`config.mk`:
```
export PLATFORM = sky130hd
export DESIGN_NAME = div_seq_param
export DESIGN_NICKNAME = d
export VERILOG_FILES = /design/src/rtl/div_pkg.sv /design/src/rtl/div_step.sv /design/src/rtl/div_seq_param.sv
export SDC_FILE = /design/constraint.sdc
export NUM_CORES = 1
export LEC_CHECK = 0
export BUFFER_PORTS_ARGS = -buffer_cell sky130_fd_sc_hd__buf_2
export CORE_MARGIN = 3
export CORE_UTILIZATION = 33
export DETAILED_ROUTE_END_ITERATION = 8
export PLACE_DENSITY = 0.54
export SLEW_MARGIN = 0
export SYNTH_ARGS = -nofsm -noshare
export SYNTH_HDL_FRONTEND = slang
export SYNTH_HIERARCHICAL = 1
export SYNTH_SLANG_ARGS = --single-unit
```
`constraint.sdc`:
```
create_clock -name clk -period 2.82 [get_ports clk]
set_input_delay 0.423 -clock clk [delete_from_list [all_inputs] [get_ports clk]]
set_output_delay 0.423 -clock clk [all_outputs]
set_load 0.1 [all_outputs]
```
`src/rtl/div_pkg.sv`:
```
// Shared types and helpers for the sequential restoring divider.
package div_pkg;

  typedef enum logic [1:0] {IDLE, CALC, FIX, DONE} state_t;

  localparam int DEF_DIVIDEND_W = 16;
  localparam int DEF_DIVISOR_W  = 8;

  localparam logic [DEF_DIVIDEND_W-1:0] DEF_DIVIDEND_MIN = {1'b1, {(DEF_DIVIDEND_W-1){1'b0}}};
  localparam logic [DEF_DIVISOR_W-1:0]  DEF_DIVISOR_NEG1 = '1;

  // Ceiling log2 with a floor of one bit, so a counter always exists.
  function automatic int clog2(input int value);
    int r;
    r = 0;
    for (int i = 0; i < 31; i++) begin
      if ((1 << i) < value) r = i + 1;
    end
    return (r < 1) ? 1 : r;
  endfunction

endpackage

```
`src/rtl/div_step.sv`:
```
// One restoring division step: shift in a dividend bit, compare, conditionally subtract.
module div_step #(
  parameter int DIVISOR_W = 8
) (
  input  logic [DIVISOR_W:0] rem_in,
  input  logic               bit_in,
  input  logic [DIVISOR_W:0] divisor,
  output logic [DIVISOR_W:0] rem_out,
  output logic               q_bit
);

  logic [DIVISOR_W:0] shifted;

  assign shifted = {rem_in[DIVISOR_W-1:0], bit_in};
  // A set top bit means the true shifted value exceeds any divisor magnitude.
  assign q_bit   = rem_in[DIVISOR_W] | (shifted >= divisor);
  assign rem_out = q_bit ? (shifted - divisor) : shifted;

endmodule

```
`src/rtl/div_seq_param.sv`:
```
// Multi-cycle radix-2 restoring divider, unsigned or signed (truncating), valid/ready on both sides.
//   state | meaning
//   IDLE  | waiting for an operation, in_ready high
//   CALC  | one quotient bit per cycle on operand magnitudes
//   FIX   | apply signs, or load divide-by-zero / overflow results
//   DONE  | result presented until out_ready
module div_seq_param
  import div_pkg::*;
#(
  parameter int DIVIDEND_W = DEF_DIVIDEND_W,
  parameter int DIVISOR_W  = DEF_DIVISOR_W
) (
  input  logic                  clk,
  input  logic                  rst_n,
  input  logic                  in_valid,
  output logic                  in_ready,
  input  logic                  in_signed,
  input  logic [DIVIDEND_W-1:0] in_dividend,
  input  logic [DIVISOR_W-1:0]  in_divisor,
  output logic                  out_valid,
  input  logic                  out_ready,
  output logic [DIVIDEND_W-1:0] out_quotient,
  output logic [DIVISOR_W-1:0]  out_remainder,
  output logic                  out_dbz,
  output logic                  out_ovf,
  output logic                  busy
);

  localparam int CNT_W = clog2(DIVIDEND_W);
  localparam logic [CNT_W-1:0]      CNT_LAST     = CNT_W'(DIVIDEND_W - 1);
  localparam logic [CNT_W-1:0]      CNT_ONE      = CNT_W'(1);
  localparam logic [DIVIDEND_W-1:0] DIVIDEND_MIN = {1'b1, {(DIVIDEND_W-1){1'b0}}};
  localparam logic [DIVISOR_W-1:0]  DIVISOR_NEG1 = '1;

  state_t                state;
  logic [CNT_W-1:0]      cnt;
  logic [DIVIDEND_W-1:0] quo;
  logic [DIVISOR_W:0]    rem;
  logic [DIVISOR_W:0]    dmag;
  logic                  neg_q;
  logic                  neg_r;

  logic                  a_neg;
  logic                  b_neg;
  logic [DIVIDEND_W-1:0] a_mag;
  logic [DIVISOR_W:0]    b_ext;
  logic [DIVISOR_W:0]    b_mag;
  logic [DIVISOR_W:0]    rem_next;
  logic                  q_bit;

  assign a_neg = in_signed & in_dividend[DIVIDEND_W-1];
  assign b_neg = in_signed & in_divisor[DIVISOR_W-1];
  assign a_mag = a_neg ? -in_dividend : in_dividend;
  // Extra bit keeps the magnitude of the most-negative divisor representable.
  assign b_ext = {b_neg, in_divisor};
  assign b_mag = b_neg ? -b_ext : b_ext;

  div_step #(.DIVISOR_W(DIVISOR_W)) u_step (
    .rem_in  (rem),
    .bit_in  (quo[DIVIDEND_W-1]),
    .divisor (dmag),
    .rem_out (rem_next),
    .q_bit   (q_bit)
  );

  always_ff @(posedge clk or negedge rst_n) begin
    if (!rst_n) begin
      state         <= IDLE;
      in_ready      <= 1'b1;
      out_valid     <= 1'b0;
      busy          <= 1'b0;
      cnt           <= '0;
      quo           <= '0;
      rem           <= '0;
      dmag          <= '0;
      neg_q         <= 1'b0;
      neg_r         <= 1'b0;
      out_quotient  <= '0;
      out_remainder <= '0;
      out_dbz       <= 1'b0;
      out_ovf       <= 1'b0;
    end else begin
      case (state)
        IDLE: begin
          if (in_valid) begin
            in_ready <= 1'b0;
            busy     <= 1'b1;
            quo      <= a_mag;
            rem      <= '0;
            dmag     <= b_mag;
            neg_q    <= a_neg ^ b_neg;
            neg_r    <= a_neg;
            out_dbz  <= 1'b0;
            out_ovf  <= 1'b0;
            // Special cases go through FIX so their result lands one edge after accept.
            if (in_divisor == '0) begin
              out_dbz <= 1'b1;
              state   <= FIX;
            end else if (in_signed && in_dividend == DIVIDEND_MIN && in_divisor == DIVISOR_NEG1) begin
              out_ovf <= 1'b1;
              state   <= FIX;
            end else begin
              cnt   <= CNT_LAST;
              state <= CALC;
            end
          end
        end
        CALC: begin
          rem <= rem_next;
          quo <= {quo[DIVIDEND_W-2:0], q_bit};
          if (cnt == '0) state <= FIX;
          else           cnt   <= cnt - CNT_ONE;
        end
        FIX: begin
          if (out_dbz) begin
            out_quotient  <= '1;
            out_remainder <= '0;
          end else if (out_ovf) begin
            out_quotient  <= DIVIDEND_MIN;
            out_remainder <= '0;
          end else begin
            out_quotient  <= neg_q ? -quo : quo;
            out_remainder <= neg_r ? -rem[DIVISOR_W-1:0] : rem[DIVISOR_W-1:0];
          end
          out_valid <= 1'b1;
          state     <= DONE;
        end
        DONE: begin
          if (out_ready) begin
            out_valid <= 1'b0;
            in_ready  <= 1'b1;
            busy      <= 1'b0;
            state     <= IDLE;
          end
        end
        default: state <= IDLE;
      endcase
    end
  end

endmodule

```
== After elaboration in Yosys (flattened, before gate mapping) ==
Index checks and enable logic that the tools add are counted.

* Bits in read-only memories: 0
* Output and inout bits: 29
* Bits in latches: 0
* Word-level logic and storage cells: 84
* Flip-flop bits (word level): 71
* RAM bits: 0
* Memories: 0

* Div/mod/pow operators: 0
* Reduce and logical (&&, ||, !) cells: 14
* Multipliers: 0
* Multiplexer cells: 34
* Shift-type cells: 0
* $add $sub $neg: 6
* Bitwise gates (word level): 4
* Order comparisons: 1
* Equality and inequality tests: 11

{| class="wikitable"
|+ Operators with widths
! cell !! number
|-
| $mux W16 || 5
|-
| $neg A16 Y16 || 2
|-
| $pmux W16 S2 || 1
|-
| $mux W9 || 3
|-
| $mux W8 || 3
|-
| $pmux W9 S2 || 1
|-
| $eq A16 B16 Y1 const B || 1
|-
| $mux W4 || 4
|-
| $ne A2 B2 Y1 const B || 6
|-
| $mux W2 || 5
|-
| $ge A9 B9 Y1 || 1
|-
| $neg A9 Y9 || 1
|-
| $sub A9 B9 Y9 || 1
|-
| $eq A8 B8 Y1 const B || 1
|-
| $logic_not A8 Y1 || 1
|-
| $neg A8 Y8 || 1
|-
| $pmux W2 S4 || 1
|-
| $pmux W4 S2 || 1
|-
| $mux W1 || 7
|-
| $pmux W1 S2 || 3
|-
| $reduce_and A2 Y1 || 3
|-
| $reduce_and A3 Y1 || 2
|-
| $reduce_bool A2 Y1 || 3
|-
| $reduce_and A5 Y1 || 1
|-
| 9 further kinds || 12
|}

== Logic depth before layout (Yosys ltp) ==
* Depth in word-level cells: 7
* Gate-level depth with buffers: 11
* Gate-level depth less buffers: 10

== By module ==
Netlist, hierarchy kept.

{| class="wikitable"
|+ Modules (own cells, without submodules)
! module !! times used !! cells each !! area each (um^2)
|-
| div_seq_param || 1 || 465 || 4206.5
|-
| div_step || 1 || 77 || 615.6
|}

== Least setup slack after synthesis ==
OpenSTA, ideal clock, no wires.

* Path type: register -> register
* Start point: register quo[15]
* End point: register rem[6]
* Path slack: 0.344 ns
* Arrival time: 2.342 ns
* Stages on the path, launching flop included: 11
* Library setup time: 0.134 ns
* Clock period less this slack: 2.476 ns
* Path through: dfrtp_1 > inv_1 > ha_1 > fa_1 > nand2b_1 > a211oi_1 > nor4_1 > a311o_1 > mux2_4 > a22oi_1 > o21ai_0

* Word-level cells in the longest chain between the ends: 4
* Elaborated cells between the ends (all ways): 5

{| class="wikitable"
|+ Ends and longest elaborated chain
! element !! RTL line !! source
|-
| start: declaration || div_seq_param.sv:37 || <nowiki>logic [DIVIDEND_W-1:0] quo;</nowiki>
|-
| start signal: assignment || div_seq_param.sv:88 || <nowiki>quo <= a_mag;</nowiki>
|-
| start signal: assignment || div_seq_param.sv:110 || <nowiki>quo <= {quo[DIVIDEND_W-2:0], q_bit};</nowiki>
|-
| $ge A9 B9 Y1 || div_step.sv:16 || <nowiki>assign q_bit = rem_in[DIVISOR_W] | (shifted >= divisor);</nowiki>
|-
| $or A1 B1 Y1 || div_step.sv:16 ||
|-
| $mux W9 * || div_step.sv:17 || <nowiki>assign rem_out = q_bit ? (shifted - divisor) : shifted;</nowiki>
|-
| via rem_next[6] || div_seq_param.sv:48 || <nowiki>logic [DIVISOR_W:0] rem_next;</nowiki>
|-
| $pmux W9 S2 * || div_seq_param.sv:83 || <nowiki>case (state)</nowiki>
|-
| end signal: assignment || div_seq_param.sv:109 || <nowiki>rem <= rem_next;</nowiki>
|-
| end: declaration || div_seq_param.sv:38 || <nowiki>logic [DIVISOR_W:0] rem;</nowiki>
|}

The timed path passes the listed nets; every way through them passes the cells marked *.
A chain may end at the register's enable or synchronous reset.

== Worst setup path after layout ==
Same ends and word-level chain as after synthesis.

==> flow_summary.ini <==
[cells_and_area]
syn2layout_area_growth_pct = 15.7
nFillCells = 1446
drive_gt1_share_pct = 18.5
final_core_util_pct = 39.6
final_cell_area_excluding_filler_cells_um2 = 5580
layout_commonest_cell = sky130_fd_sc_hd__dfrtp_1
multi_input_comb_area_um2 = 2750
seqCellArea_um2 = 1780
fin_nets = 646
insertedDiodeCount = 0
final_cell_mix = sky130_fd_sc_hd__dfrtp_1, sky130_fd_sc_hd__buf_2, sky130_fd_sc_hd__o21ai_0

[drt]
postRouteWirelength_um = 12200
post_drt_wl_per_cell_um = 15.6
dr_total_vias = 4154
number_of_drc_violations_after_detailed_routing = 0
ant_nets = 0
vias_per_cell = 5.32
count_of_routing_violations_after_the_opening_detailed_route_iteration = 276
drt_first_pass_iters = 4

[clock_network]
clock_tree.buffer_depth = 2
ctsResizeCount = 0
count_of_buffers_added_by_post_cts_timing_repair_for_setup = 0
tritoncts_clock_tree = done
clockRootBuffer = sky130_fd_sc_hd__clkbuf_16
cts_hold_buf = 0
cts.sinks = 71
clk_transition_reported_paths_ps = 60
insertion_delay_ps = 330
numCtsBuffers = 9
depth_of_the_cts_h_tree = 3

[die]
initial_core_util_pct = 34.2
die-area_um2 = 16100
std_cell_rows = 43
top_level_ports = 58
floorplan.die.height_um = 127
die_width_um = 127
design.core.area_um2 = 14100

[sta]
clock-skew-final_ps = 3.63
timing.slew.headroom_pct = 59.1
min_period_over_period_pct = 92.9
max_clock_freq_mhz = 382
slew_at_the_pin_closest_to_its_max_slew_limit_ps = 614
rsz0062_at_grt = no
finalSetupTns_ps = 0
period_needed_ps = 2620
finalHoldViolations = 0
maxSlewViolCount = 0
setup_viol = 0

[worst_setup_path]
worst_setup_path_end_kind = flop
crit-reg2reg-capture = rem[6]
r2r_slack_ps = 200
worst-setup-path-type = reg -> reg
crit_arrival_ps = 2820
cell_count_of_the_worst_reg_to_reg_path = 10
critPathRequiredTime_ps = 3020
setup.worst_path.start_class = flop
worstReg2RegStart = quo[15]
crit_path_max_fanout = 3

[run]
maxCapViolCount = 0

[yosys]
post_synth_inst_count = 542
seq_area_frac_synth_pct = 36.9
ys_top_cells_by_area = sky130_fd_sc_hd__dfrtp_1, sky130_fd_sc_hd__o21ai_0, sky130_fd_sc_hd__ha_1
syn_area_per_cell_um2 = 8.90
yosys_warnings = 6
synth_area_leader_cell = sky130_fd_sc_hd__dfrtp_1
postSynth.topFlopCell = sky130_fd_sc_hd__dfrtp_1
count_of_flip_flops_with_a_built_in_enable_after_synthesis = 0
synth.ff_latch_count = 71
ys_async_sr_fraction_pct = 100
mappedNetlistNets = 591
yosys_top_cell_area_share_pct = 36.3
mappedNetlistArea_um2 = 4820
ys_types = 64

[grt]
grt_pass1_vias = 4140
globalRouteTotalUtil_pct = 15.5
grt_max_degree = 47
antenna_found_initial = 0
overflow = 0
grt_pass1_wl_um = 20800

[place]
portBuffers = 57
globalplace.congestion = 0.891
placement.cell_area_um2 = 5320
dp_hpwl_um = 9290

[outcome]
status = complete, no violations

[hold_path]
min_path_type = in -> async
[Yosys cell counts (8+ instances only)]
cell	instances
sky130_fd_sc_hd__nand3_1	11
sky130_fd_sc_hd__nor2_1	42
sky130_fd_sc_hd__nor3_1	8
sky130_fd_sc_hd__xnor2_1	17
sky130_fd_sc_hd__o21ai_0	49
sky130_fd_sc_hd__mux2i_1	23
sky130_fd_sc_hd__clkbuf_1	24
sky130_fd_sc_hd__inv_1	38
sky130_fd_sc_hd__o22ai_1	11
sky130_fd_sc_hd__or3_1	11
sky130_fd_sc_hd__ha_1	19
sky130_fd_sc_hd__nand2_1	43
sky130_fd_sc_hd__dfrtp_1	70
sky130_fd_sc_hd__a21oi_1	31
sky130_fd_sc_hd__a22oi_1	8
sky130_fd_sc_hd__nand2b_1	9
sky130_fd_sc_hd__xor2_1	19
sky130_fd_sc_hd__a211oi_1	8
sky130_fd_sc_hd__o31ai_1	12
[stage by stage]
step | setup slack, ps | instances | hold slack [ps]
detailed placement | 91.1 | 766 | 477
CTS | 195 | 781 | 124
floorplan | 344 | 542 | 127
global route | 72.2 | 781 | 161
finish | 201 | 781 | 105
global placement | 154 | 766 | 465
[area by class of cell]
type | count | area share, %
Clock buffer | 11 | 4.35
Clock inverter | 4 | 0.403
Inverter | 38 | 2.56
Multi-Input combinational cell | 403 | 49.2
Sequential cell | 71 | 31.9
Tap cell | 180 | 4.03
Timing Repair Buffer | 74 | 7.62
[cells by family (layout without fill, tap and decap cells)]
kind of cell,count (synthesis),count (layout),synth area share [%]
xor+xnor,36,36,6.54
mux,31,31,7.19
compound gates,159,159,21.7
simple gates,157,157,16.2
fa+ha+maj,20,20,5.35
buf+inv,68,127,6.20
flops,71,71,36.9
[routing by layer]
metal,vias to the layer above,wire (µm),track usage (%)
li1,2052,-,-
met1,2015,6240,23.3
met2,81,5320,23.3
met3,6,522,2.23
met4,0,101,4.04
met5,-,0,0
[worst max path at each step]
stage	startpoint	end	slack [ps]	depth (start not counted)
after floorplan	quo[15]	rem[6]	340	10
after global placement	in_dividend[0]	cnt[0]	150	8
after detailed placement	in_dividend[0]	cnt[0]	90	8
after CTS	quo[15]	rem[6]	200	10
after global routing	quo[15]	rem[6]	70	10
final	quo[15]	rem[6]	200	10
[worst max-delay path, stage by stage (launching register included)]
cell and delay (ps):
sky130_fd_sc_hd__dfrtp_1 380, sky130_fd_sc_hd__inv_1 70, sky130_fd_sc_hd__ha_1 230, sky130_fd_sc_hd__fa_1 410
sky130_fd_sc_hd__nand2b_1 200, sky130_fd_sc_hd__a211oi_1 270, sky130_fd_sc_hd__nor4_1 80, sky130_fd_sc_hd__a311o_1 330
sky130_fd_sc_hd__mux2_4 260, sky130_fd_sc_hd__a22oi_1 150, sky130_fd_sc_hd__o21ai_0 120
[state kept, by name, indices dropped and copies added (netlist names)]
| signal | flops |
|---|---|
| busy | 1 |
| out_quotient | 16 |
| in_ready | 1 |
| neg_q | 1 |
| out_valid | 1 |
| dmag | 9 |
| state | 2 |
| rem | 9 |
| out_ovf | 1 |
| neg_r | 1 |
| out_dbz | 1 |
| quo | 16 |
| cnt | 4 |
| out_remainder | 8 |
Power is left out: the tool's default activity adds up to more than one toggle a clock period on the data nets, which glitch-free logic cannot reach.
